## config.mk

```make
export PLATFORM = sky130hd
export DESIGN_NAME = lod_norm
export DESIGN_NICKNAME = d
export VERILOG_FILES = /design/src/rtl/du_pkg.sv /design/src/rtl/lod_norm_round.sv /design/src/rtl/lod_norm.sv
export SDC_FILE = /design/constraint.sdc
export NUM_CORES = 1
export LEC_CHECK = 0
export ABC_AREA = 1
export ABC_CLOCK_PERIOD_IN_PS = 3450
export CORE_UTILIZATION = 56
export CTS_CLUSTER_DIAMETER = 60
export CTS_CLUSTER_SIZE = 10
export DETAILED_ROUTE_END_ITERATION = 8
export HOLD_SLACK_MARGIN = 0.1
export PLACE_DENSITY = 0.9
export SYNTH_ARGS = -nofsm -noshare
export SYNTH_HDL_FRONTEND = slang
export SYNTH_SLANG_ARGS = --single-unit
```

## constraint.sdc

```tcl
create_clock -name clk -period 3.45 [get_ports clk]
set_input_delay 0.5175 -clock clk [delete_from_list [all_inputs] [get_ports clk]]
set_output_delay 0.5175 -clock clk [all_outputs]
set_load 0.02 [all_outputs]
```

## src/rtl/du_pkg.sv

```systemverilog
// -----------------------------------------------------------------------------
// du_pkg -- shared definitions for the GELU divider unit (DU).
//
// Holds the default operand/mantissa/fraction widths, the exponent-width helper
// and the stage payload structs for the default configuration. Blocks that
// allow width overrides build their own payload types of the same shape.
// -----------------------------------------------------------------------------
package du_pkg;

    localparam int DU_W    = 32;  // operand width, shared with the LOD
    localparam int DU_MW   = 16;  // normalized mantissa width
    localparam int DU_FRAC = 16;  // fraction bits of the fixed-point operand

    // Exponent width: enough for lod_pos - FRAC (+1 for a rounding carry), signed.
    function automatic int du_ew(input int w);
        return $clog2(w) + 2;
    endfunction

    localparam int DU_EW = du_ew(DU_W);

    // S1 payload: left-justified operand, unbiased exponent, zero flag.
    typedef struct packed {
        logic [DU_W-1:0]         sh;
        logic signed [DU_EW-1:0] e;
        logic                    z;
    } norm_s1_t;

    // S2 payload: what the normalizer presents downstream.
    typedef struct packed {
        logic [DU_MW-1:0]        mant;
        logic signed [DU_EW-1:0] exp;
        logic                    zero;
    } norm_out_t;

endpackage

```

## src/rtl/lod_norm_round.sv

```systemverilog
// -----------------------------------------------------------------------------
// lod_norm_round -- combinational mantissa extraction and rounding between the
// two normalizer pipeline stages.
//
// Build option: define LOD_NORM_ROUND_EN for round-to-nearest-even with carry
// renormalization; leave it undefined to truncate (no carry path is built).
//
// Ports:
//   sh    in  W   left-justified operand (leading one at bit W-1 unless zero)
//   e     in  EW  signed exponent of sh
//   z     in  1   operand was zero
//   mant  out MW  normalized mantissa (0 when z)
//   exp   out EW  signed exponent (0 when z)
//   zero  out 1   copy of z
// -----------------------------------------------------------------------------
module lod_norm_round
    import du_pkg::*;
#(
    parameter  int W  = DU_W,
    parameter  int MW = DU_MW,
    localparam int EW = du_ew(W)
) (
    input  logic [W-1:0]         sh,
    input  logic signed [EW-1:0] e,
    input  logic                 z,
    output logic [MW-1:0]        mant,
    output logic signed [EW-1:0] exp,
    output logic                 zero
);

    logic [MW-1:0]        m;
    logic [MW-1:0]        mant_r;
    logic signed [EW-1:0] exp_r;

    assign m = sh[W-1 -: MW];

`ifdef LOD_NORM_ROUND_EN
    logic        g;
    logic        s;
    logic        inc;
    logic [MW:0] sum;

    assign g = sh[W-MW-1];
    assign s = |sh[W-MW-2:0];

    always_comb begin
        // Nearest-even: round up above half, or at exactly half when m is odd.
        inc = g && (s || m[0]);
        sum = {1'b0, m} + {{MW{1'b0}}, inc};
        if (sum[MW]) begin
            // m was all ones: the result is exactly 2.0, renormalize to 1.0 * 2^(e+1).
            mant_r = {1'b1, {(MW-1){1'b0}}};
            exp_r  = e + EW'(1);
        end else begin
            mant_r = sum[MW-1:0];
            exp_r  = e;
        end
    end
`else
    // Truncation discards everything below the mantissa.
    logic unused_lsbs;
    assign unused_lsbs = ^sh[W-MW-1:0];

    assign mant_r = m;
    assign exp_r  = e;
`endif

    // A zero operand overrides whatever the shifter produced.
    assign mant = z ? '0 : mant_r;
    assign exp  = z ? '0 : exp_r;
    assign zero = z;

endmodule

```

## src/rtl/lod_norm.sv

```systemverilog
// -----------------------------------------------------------------------------
// lod_norm -- normalizer stage of the GELU divider unit.
//
// Takes the leading-one position from the LOD with the aligned operand and
// produces a left-justified mantissa plus signed exponent such that
//   value = mant_out / 2^(MW-1) * 2^exp_out.
// Two-stage elastic pipeline, valid/ready on both sides, 1 result/cycle.
//
// Build option: LOD_NORM_ROUND_EN selects round-to-nearest-even in
// lod_norm_round; undefined truncates.
//
// Ports:
//   clk        in  1          rising-edge clock
//   rst        in  1          asynchronous active-high reset
//   valid_in   in  1          upstream beat valid
//   ready_out  out 1          block can accept a beat (combinational from ready_in)
//   data_in    in  W          operand, Q(W-FRAC).FRAC, aligned with LOD outputs
//   lod_pos    in  $clog2(W)  leading-one position (trusted, not cross-checked)
//   found      in  1          operand non-zero
//   valid_out  out 1          result valid
//   ready_in   in  1          downstream accepts the result
//   mant_out   out MW         normalized mantissa, MSB set unless zero
//   exp_out    out EW         signed exponent
//   zero_out   out 1          operand was zero
// -----------------------------------------------------------------------------
module lod_norm
    import du_pkg::*;
#(
    parameter  int W    = DU_W,
    parameter  int MW   = DU_MW,
    parameter  int FRAC = DU_FRAC,
    localparam int EW   = du_ew(W),
    localparam int LW   = $clog2(W)
) (
    input  logic                 clk,
    input  logic                 rst,
    input  logic                 valid_in,
    output logic                 ready_out,
    input  logic [W-1:0]         data_in,
    input  logic [LW-1:0]        lod_pos,
    input  logic                 found,
    output logic                 valid_out,
    input  logic                 ready_in,
    output logic [MW-1:0]        mant_out,
    output logic signed [EW-1:0] exp_out,
    output logic                 zero_out
);

    typedef struct packed {
        logic [W-1:0]         sh;
        logic signed [EW-1:0] e;
        logic                 z;
    } s1_t;

    typedef struct packed {
        logic [MW-1:0]        mant;
        logic signed [EW-1:0] exp;
        logic                 zero;
    } s2_t;

    logic s1_valid_q, s1_valid_d;
    logic s2_valid_q, s2_valid_d;
    s1_t  s1_q, s1_d;
    s2_t  s2_q, s2_d;

    logic                 s2_ready;
    logic                 s1_adv;
    logic                 accept;
    logic [LW-1:0]        shamt;
    logic [MW-1:0]        rnd_mant;
    logic signed [EW-1:0] rnd_exp;
    logic                 rnd_zero;

    // Distance that brings the leading one up to bit W-1.
    assign shamt = LW'(W-1) - lod_pos;

    lod_norm_round #(
        .W  (W),
        .MW (MW)
    ) u_round (
        .sh   (s1_q.sh),
        .e    (s1_q.e),
        .z    (s1_q.z),
        .mant (rnd_mant),
        .exp  (rnd_exp),
        .zero (rnd_zero)
    );

    always_comb begin
        // NOTE: every signal written here gets a default first so no path leaves it unassigned (no latch).
        s1_valid_d = s1_valid_q;
        s1_d       = s1_q;
        s2_valid_d = s2_valid_q;
        s2_d       = s2_q;

        // S2 can take new content when empty or when its result leaves this cycle.
        s2_ready  = !s2_valid_q || ready_in;
        s1_adv    = s1_valid_q && s2_ready;
        ready_out = !s1_valid_q || s2_ready;
        accept    = valid_in && ready_out;

        if (accept) begin
            s1_valid_d = 1'b1;
            s1_d.sh    = data_in << shamt;
            s1_d.e     = $signed(EW'(lod_pos)) - $signed(EW'(FRAC));
            s1_d.z     = !found;
        end else if (s1_adv) begin
            s1_valid_d = 1'b0;
        end

        if (s2_ready) begin
            s2_valid_d = s1_valid_q;
            if (s1_valid_q) begin
                s2_d.mant = rnd_mant;
                s2_d.exp  = rnd_exp;
                s2_d.zero = rnd_zero;
            end
        end
    end

    // NOTE: data registers are reset too, so mant/exp/zero read 0 while rst is held.
    always_ff @(posedge clk or posedge rst) begin
        if (rst) begin
            s1_valid_q <= 1'b0;
            s2_valid_q <= 1'b0;
            s1_q       <= '0;
            s2_q       <= '0;
        end else begin
            // NOTE: non-blocking assignments so every flop samples pre-edge values.
            s1_valid_q <= s1_valid_d;
            s2_valid_q <= s2_valid_d;
            s1_q       <= s1_d;
            s2_q       <= s2_d;
        end
    end

    assign valid_out = s2_valid_q;
    assign mant_out  = s2_q.mant;
    assign exp_out   = s2_q.exp;
    assign zero_out  = s2_q.zero;

endmodule

```

==> results of run 1 <==
-- worst paths after layout --
path                                  from           to  slack (ns)  cells after the start
worst min-delay path               s1_q[3]      s1_q[3]        0.49                      2
worst min register to register     s1_q[3]      s1_q[3]        0.49                      2
min in group asynchronous              rst     zero_out        0.56                      2
worst max-delay path            lod_pos[1]     s1_q[36]        1.04                      9
worst max register to register   valid_out     s1_q[36]        1.48                      7
max in group asynchronous              rst  mant_out[5]        2.17                      3
-- sequential cells by signal (all words and copies together) (netlist names) --
name	flops
mant_out	16
zero_out	1
s1_q	22
valid_out	1
exp_out	5
s1_valid_q	1
-- metal layers --
metal | global-route usage, % | vias to the layer above | wire [um]
met5 | 0 | - | 0
met4 | 14.9 | 0 | 406
met3 | 5.52 | 36 | 617
met2 | 57.7 | 172 | 4860
met1 | 41.2 | 1655 | 3810
li1 | - | 1676 | -
-- per-stage QoR --
step / util, % / setup slack [ns] / hold slack [ns] / instances
after floorplan: - / 1.84 / 0.454 / 459
after global placement: 69.6 / 0.805 / 0.466 / 573
after detailed placement: 69.6 / 0.758 / 0.474 / 573
after CTS: 71.6 / 1.08 / 0.496 / 581
after global routing: 71.6 / 0.899 / 0.520 / 581
final: 71.6 / 1.04 / 0.492 / 581
-- worst register-to-register path: stages, from the launching register on --
cell,delay [ns]
dfrtp_1,0.40
nand3_1,0.14
nand2_1,0.07
buf_4,0.22
inv_1,0.55
nand3_1,0.21
nor2_1,0.21
nor2_1,0.06
-- kinds of logic after synthesis --
group,Yosys count,share of synthesized area [%]
simple gates,314,46.1
compound gates,50,9.98
buf+inv,49,9.15
flops,46,34.8
-- layout make-up --
| cell class | instances | area (um^2) |
|---|---|---|
| clock buffer | 5 | 68.8 |
| clock inverter | 3 | 43.8 |
| fill | 451 | 1590 |
| inverter | 15 | 66.3 |
| multi-input combinational | 364 | 1860 |
| sequential | 46 | 1150 |
| tap | 72 | 90.1 |
| timing repair buffer | 76 | 738 |
-- synthesized netlist by cell type (all sizes together) --
library cell  number  area share, %
a21oi             15            2.4
a22o              19            5.0
a31oi              2           0.38
buf               29            6.6
clkbuf             5           0.57
dfrtp             46             35
inv               15            2.0
nand2            121             15
nand3            163             27
nand4              2           0.38
nor2              28            3.3
o21ai             12            1.8
o22ai              2           0.38
-- power by group through the flow --
stage | Clock, W | Sequential (W) | Combinational [W]
final | 0.000405 | 0.000740 | 0.000774
after global routing | 0.000434 | 0.000753 | 0.000840
after CTS | 0.000409 | 0.000740 | 0.000774
after global placement | 0 | 0.000744 | 0.000754
after detailed placement | 0 | 0.000750 | 0.000769
after floorplan | 0 | 0.000834 | 0.000370
==> key figures, run 1 <==
Run
  • # Max-Cap Violations: 0

Timing
  • TNS Setup: 0 ns
  • Clock Skew: 0.00306 ns
  • Period utilisation layout: a little over two thirds
  • Final setup viols: 0
  • Slew Limit Headroom: between 40% and 50%
  • Final Hold Viols: 0
  • Tmin final: roughly 2.4 ns
  • RSZ-0062 raised after global routing: no
  • F_max: 415 MHz
  • Worst slew pin tran: 0.770 ns
  • Final Max Slew Viols: 0

Clocking
  • Root buffer cell: clkbuf_8
  • Htree depth: 2
  • CTS Buffer Depth: 2
  • Cts hold-fix bufs: 0
  • CTS tree: yes
  • Worst skew pair latency: 0.30 ns
  • CTS resizes: 0
  • CTS clk-pin slew, worst paths: roughly 0.09 ns
  • Sink Count: 46
  • Total CTS buffers: 5
  • Setup bufs post-CTS: 0

Setup path
  • Worst Setup Path Type: in -> reg
  • WP data arrival: ~2.6 ns
  • Crit path max fanout: 32
  • Crit path launch type: input pin
  • CP Buf/Inv Count: 2
  • Ordered cell list for the critical path: clkdlybuf4s50_1 -> inv_4 -> nand3_1 -> nand3_1 -> nand2_1 -> nand2_1 -> nand3_1 -> nor2_1 -> nor2_1
  • CP max-delay cell: clkdlybuf4s50_1
  • Cell family with most CP delay: buffers and inverters
  • Crit path top cell by count: nand3_1
  • CP max stage delay: approximately 0.79 ns
  • Critical Path End Type: flop
  • CP required: approximately 3.7 ns

Floorplanning
  • Core Area: about 5600 um^2
  • Die width: slightly below 80 um
  • DIE HEIGHT: 78.9 um
  • Rows: 27
  • Die area: 6220 um^2
  • Initial core utilization: around 60%
  • I/O Pins: between 60 and 70

Routing
  • Vias post-DR: 3539
  • DR WL/cell: about 17 um
  • DRC viols: 0
  • DRT Pass-1 Iters: 5
  • Routed WL: between 9000 and 10000 um
  • Avg Vias per Cell: between 6 and 7
  • Iteration-0 DRC Markers: approximately 350
  • Routed Antenna Nets: 0

Global routing
  • Largest net degree at the start of global routing: 35
  • GR Util All Layers: about a third
  • Overflow after GRT: 0
  • First-pass GRT wire length: around 16000 um
  • Vias in the first global route: around 3400
  • Initial antenna violation count: 0

Layout
  • Final net count: 550
  • Syn-to-layout area delta: 21.3%
  • Most frequent cells in the layout: nand3_1 (147), nand2_1 (100), clkdlybuf4s50_1 (67)
  • Final instance area: 4010 um^2
  • Commonest non-fill, non-tap cell in the layout: nand3_1
  • Share of layout cells above drive strength 1: a little under an eighth
  • Antenna diode count: 0

Power
  • Clock Power Share: a little over a fifth
  • Sw Ratio: 36.2%
  • Power Density: 478 nW/um^2
  • Leakage: around 1.8 nW
  • Internal power: ~0.0012 W
  • Net Sw Power: about 0.00069 W
  • Reg power frac: between 30 and 40%
  • Total Power: 0.00192 W
  • Maximum VDD drop: roughly 0.38 mV
  • Combinational share of power: ~40%

Logic synthesis
  • Ys Warns: 0
  • Mapped Area: approximately 3300 um^2
  • Seq/Total Area, Yosys: between 30% and 40%
  • Synth unique cells: 25
  • Post-synth net total: roughly 500
  • Syn Area/Cell: 7.21 um^2
  • Yosys reg bits: 46
  • Cell count after synthesis: about 460

Status
  • Status: completed

Min path
  • Worst hold-check path type: reg -> reg

Place
  • Area post-placement: between 3000 and 4000 um^2
  • Port-buffer cells: 67
  • DP HPWL: roughly 7200 um
  • GPL Wtd Cong: between 0.9 and 1
No activity file was read; power rests on OpenSTA's default activity.
==> run 2: changes to the inputs <==
Settings changed: ABC_CLOCK_PERIOD_IN_PS 3450 to 2490, CORE_UTILIZATION 56 to 52, PLACE_DENSITY 0.9 to 0.85.
Clock period 3.45 ns to 2.49 ns, I/O delays scaled along.
==> run 2 against run 1 <==
  * Die area grew 7.5%
  * First-iteration DRC count decreased by 19%
  * Combinational power up 37%
  * Via count is 2.2% lower
  * Register-to-register slack worse by 0.62 ns
  * Critical path depth fell by 5
  * Final cell count rose by 1.4%
  * Clock power increased by 33%
  * Core utilization down 4.4 points
  * Hold slack gained 0.0021 ns
  * Sequential power up 39%
  * Critical endpoint is now ready_out
==> key figures, run 2 (synthesized netlist as in run 1, its figures left out) <==
Timing
  • F_max: 494 MHz
  • Final setup viols: 0 (unchanged)
  • Worst slew pin tran: 0.574 ns (-0.196 ns)
  • Period utilisation layout: between 80% and 90%
  • RSZ-0062 raised after global routing: no
  • TNS Setup: 0 ns (unchanged)
  • Slew Limit Headroom: 61.7% (+13 points)
  • Clock Skew: 0.00557 ns (+0.00251 ns)
  • Tmin final: 2.02 ns
  • Final Max Slew Viols: 0 (unchanged)
  • Final Hold Viols: 0 (unchanged)

Clocking
  • CTS clk-pin slew, worst paths: 0.08 ns (about the same)
  • Root buffer cell: clkbuf_8
  • Cts hold-fix bufs: 0 (unchanged)
  • Htree depth: 2 (unchanged)
  • CTS tree: yes
  • Sink Count: 46 (unchanged)
  • CTS resizes: 0 (unchanged)
  • Total CTS buffers: 5 (unchanged)
  • Worst skew pair latency: 0.29 ns (about the same)
  • Setup bufs post-CTS: 0 (unchanged)
  • CTS Buffer Depth: 2 (unchanged)

Place
  • Port-buffer cells: 67 (unchanged)
  • Area post-placement: 3940 um^2 (+1.1%)
  • DP HPWL: 6890 um (-4.6%)
  • GPL Wtd Cong: 0.943 (-5.1%)

Setup path
  • Crit path top cell by count: clkdlybuf4s50_1
  • Critical Path End Type: output port
  • CP Buf/Inv Count: 3 (+1)
  • CP max stage delay: 0.63 ns (-0.16 ns)
  • R2r setup slk: 0.86 ns (-0.62 ns)
  • Crit path max fanout: 3 (-91%)
  • WP data arrival: 1.65 ns (-0.96 ns)
  • Reg2reg path depth: 6 (-1)
  • Crit path launch type: input pin
  • Ordered cell list for the critical path: clkdlybuf4s50_1 -> inv_1 -> nand3_1 -> clkdlybuf4s50_1
  • CP max-delay cell: clkdlybuf4s50_1
  • Stages on the worst setup path: 4 (-5)
  • Worst Setup Path Type: in -> out
  • Reg2reg end: s1_q[36]
  • Cell family with most CP delay: buffers and inverters
  • Worst flop-to-flop path startpoint: valid_out
  • CP required: 2.12 ns (-1.53 ns)

Run
  • # Max-Cap Violations: 0 (unchanged)

Routing
  • Routed Antenna Nets: 0 (unchanged)
  • DR WL/cell: 15.1 um (-9.5%)
  • Iteration-0 DRC Markers: 284 (-19%)
  • Avg Vias per Cell: 5.88 (-3.5%)
  • DRC viols: 0 (unchanged)
  • Vias post-DR: 3462 (-2.2%)
  • Routed WL: 8890 um (-8.2%)
  • DRT Pass-1 Iters: 5 (unchanged)

Layout
  • Final instance area: 4050 um^2 (+0.87%)
  • Largest register FFs: 22 (unchanged)
  • Syn-to-layout area delta: 22.3%
  • Most flops, register: s1_q
  • Most frequent cells in the layout: nand3_1 (147), nand2_1 (100), clkdlybuf4s50_1 (67)
  • Antenna diode count: 0 (unchanged)
  • Core Util, Final: 67.2% (-4.4 points)
  • Share of layout cells above drive strength 1: 12.5% (+0.47 points)
  • Final net count: 555 (+0.91%)
  • Commonest non-fill, non-tap cell in the layout: nand3_1

Power
  • Leakage: 1.86 nW (+1.0%)
  • Total Power: 0.00263 W (+37%)
  • Power Density: 649 nW/um^2 (+36%)
  • Maximum VDD drop: 0.464 mV (+23%)

Status
  • Status: completed

Min path
  • Worst hold path startpoint: s1_q[3]
  • Worst hold stages: 2 (unchanged)
  • Worst hold-check path type: reg -> reg
  • Hold Path Sink: s1_q[3]

Global routing
  • Overflow after GRT: 0 (unchanged)
  • GR Util All Layers: 29.1% (-4.4 points)
  • First-pass GRT wire length: 14900 um (-7.6%)
  • Largest net degree at the start of global routing: 47 (+34%)
  • Vias in the first global route: 3263 (-3.2%)
  • Initial antenna violation count: 0 (unchanged)

Floorplanning
  • Core Area: 6030 um^2 (+7.5%)
  • DIE HEIGHT: 81.8 um (+3.7%)
  • Rows: 28 (+3.7%)
  • Die width: 81.8 um (+3.7%)
  • I/O Pins: 68 (unchanged)
  • Die area: 6690 um^2 (+7.5%)
  • Initial core utilization: 54.9% (-4.1 points)
run 2: how the worst max path moves through the flow:
stage,slack [ns],to,startpoint
after floorplan,0.96,s1_q[34],valid_out
after global placement,0.34,s1_q[33],lod_pos[0]
after detailed placement,0.32,s1_q[33],lod_pos[0]
after CTS,0.45,ready_out,ready_in
after global routing,0.40,ready_out,ready_in
final,0.47,ready_out,ready_in
run 2: through the flow:
stage                     hold slack, ns  instances  worst slack, ns
after floorplan                    0.454        459            0.960
after global placement             0.467        581            0.344
after detailed placement           0.477        581            0.323
after CTS                          0.498        589            0.454
after global routing               0.523        589            0.400
final                              0.494        589            0.466
run 2: worst reg2reg max path, stage by stage, from the launching register on:
cell	delay [ns]
dfrtp_1	0.41
nand3_1	0.17
nand2_1	0.20
inv_1	0.39
nand3_1	0.17
nor2_1	0.15
nor2_1	0.05
run 2: cell type report:
cell class	instances	area, um^2
sequential	46	1150
multi-input combinational	364	1860
tap	75	93.8
timing repair buffer	81	776
fill	539	1980
clock inverter	1	30.0
inverter	15	66.3
clock buffer	7	76.3
run 2: report_power, final:
part           total [W]  internal [W]  switching, W
Sequential       0.00103      0.000921      0.000104
Clock           0.000540      0.000300      0.000240
Combinational    0.00106      0.000485      0.000576
Total            0.00263       0.00171      0.000920
run 2: routing by layer:
layer / track usage [%] / part of all wire [%] / vias to the layer above
met5: 0 / 0 / -
met4: 13.3 / 3.9 / 0
met3: 4.78 / 4.9 / 33
met2: 51.4 / 50 / 141
met1: 34.2 / 41 / 1599
li1: - / - / 1689
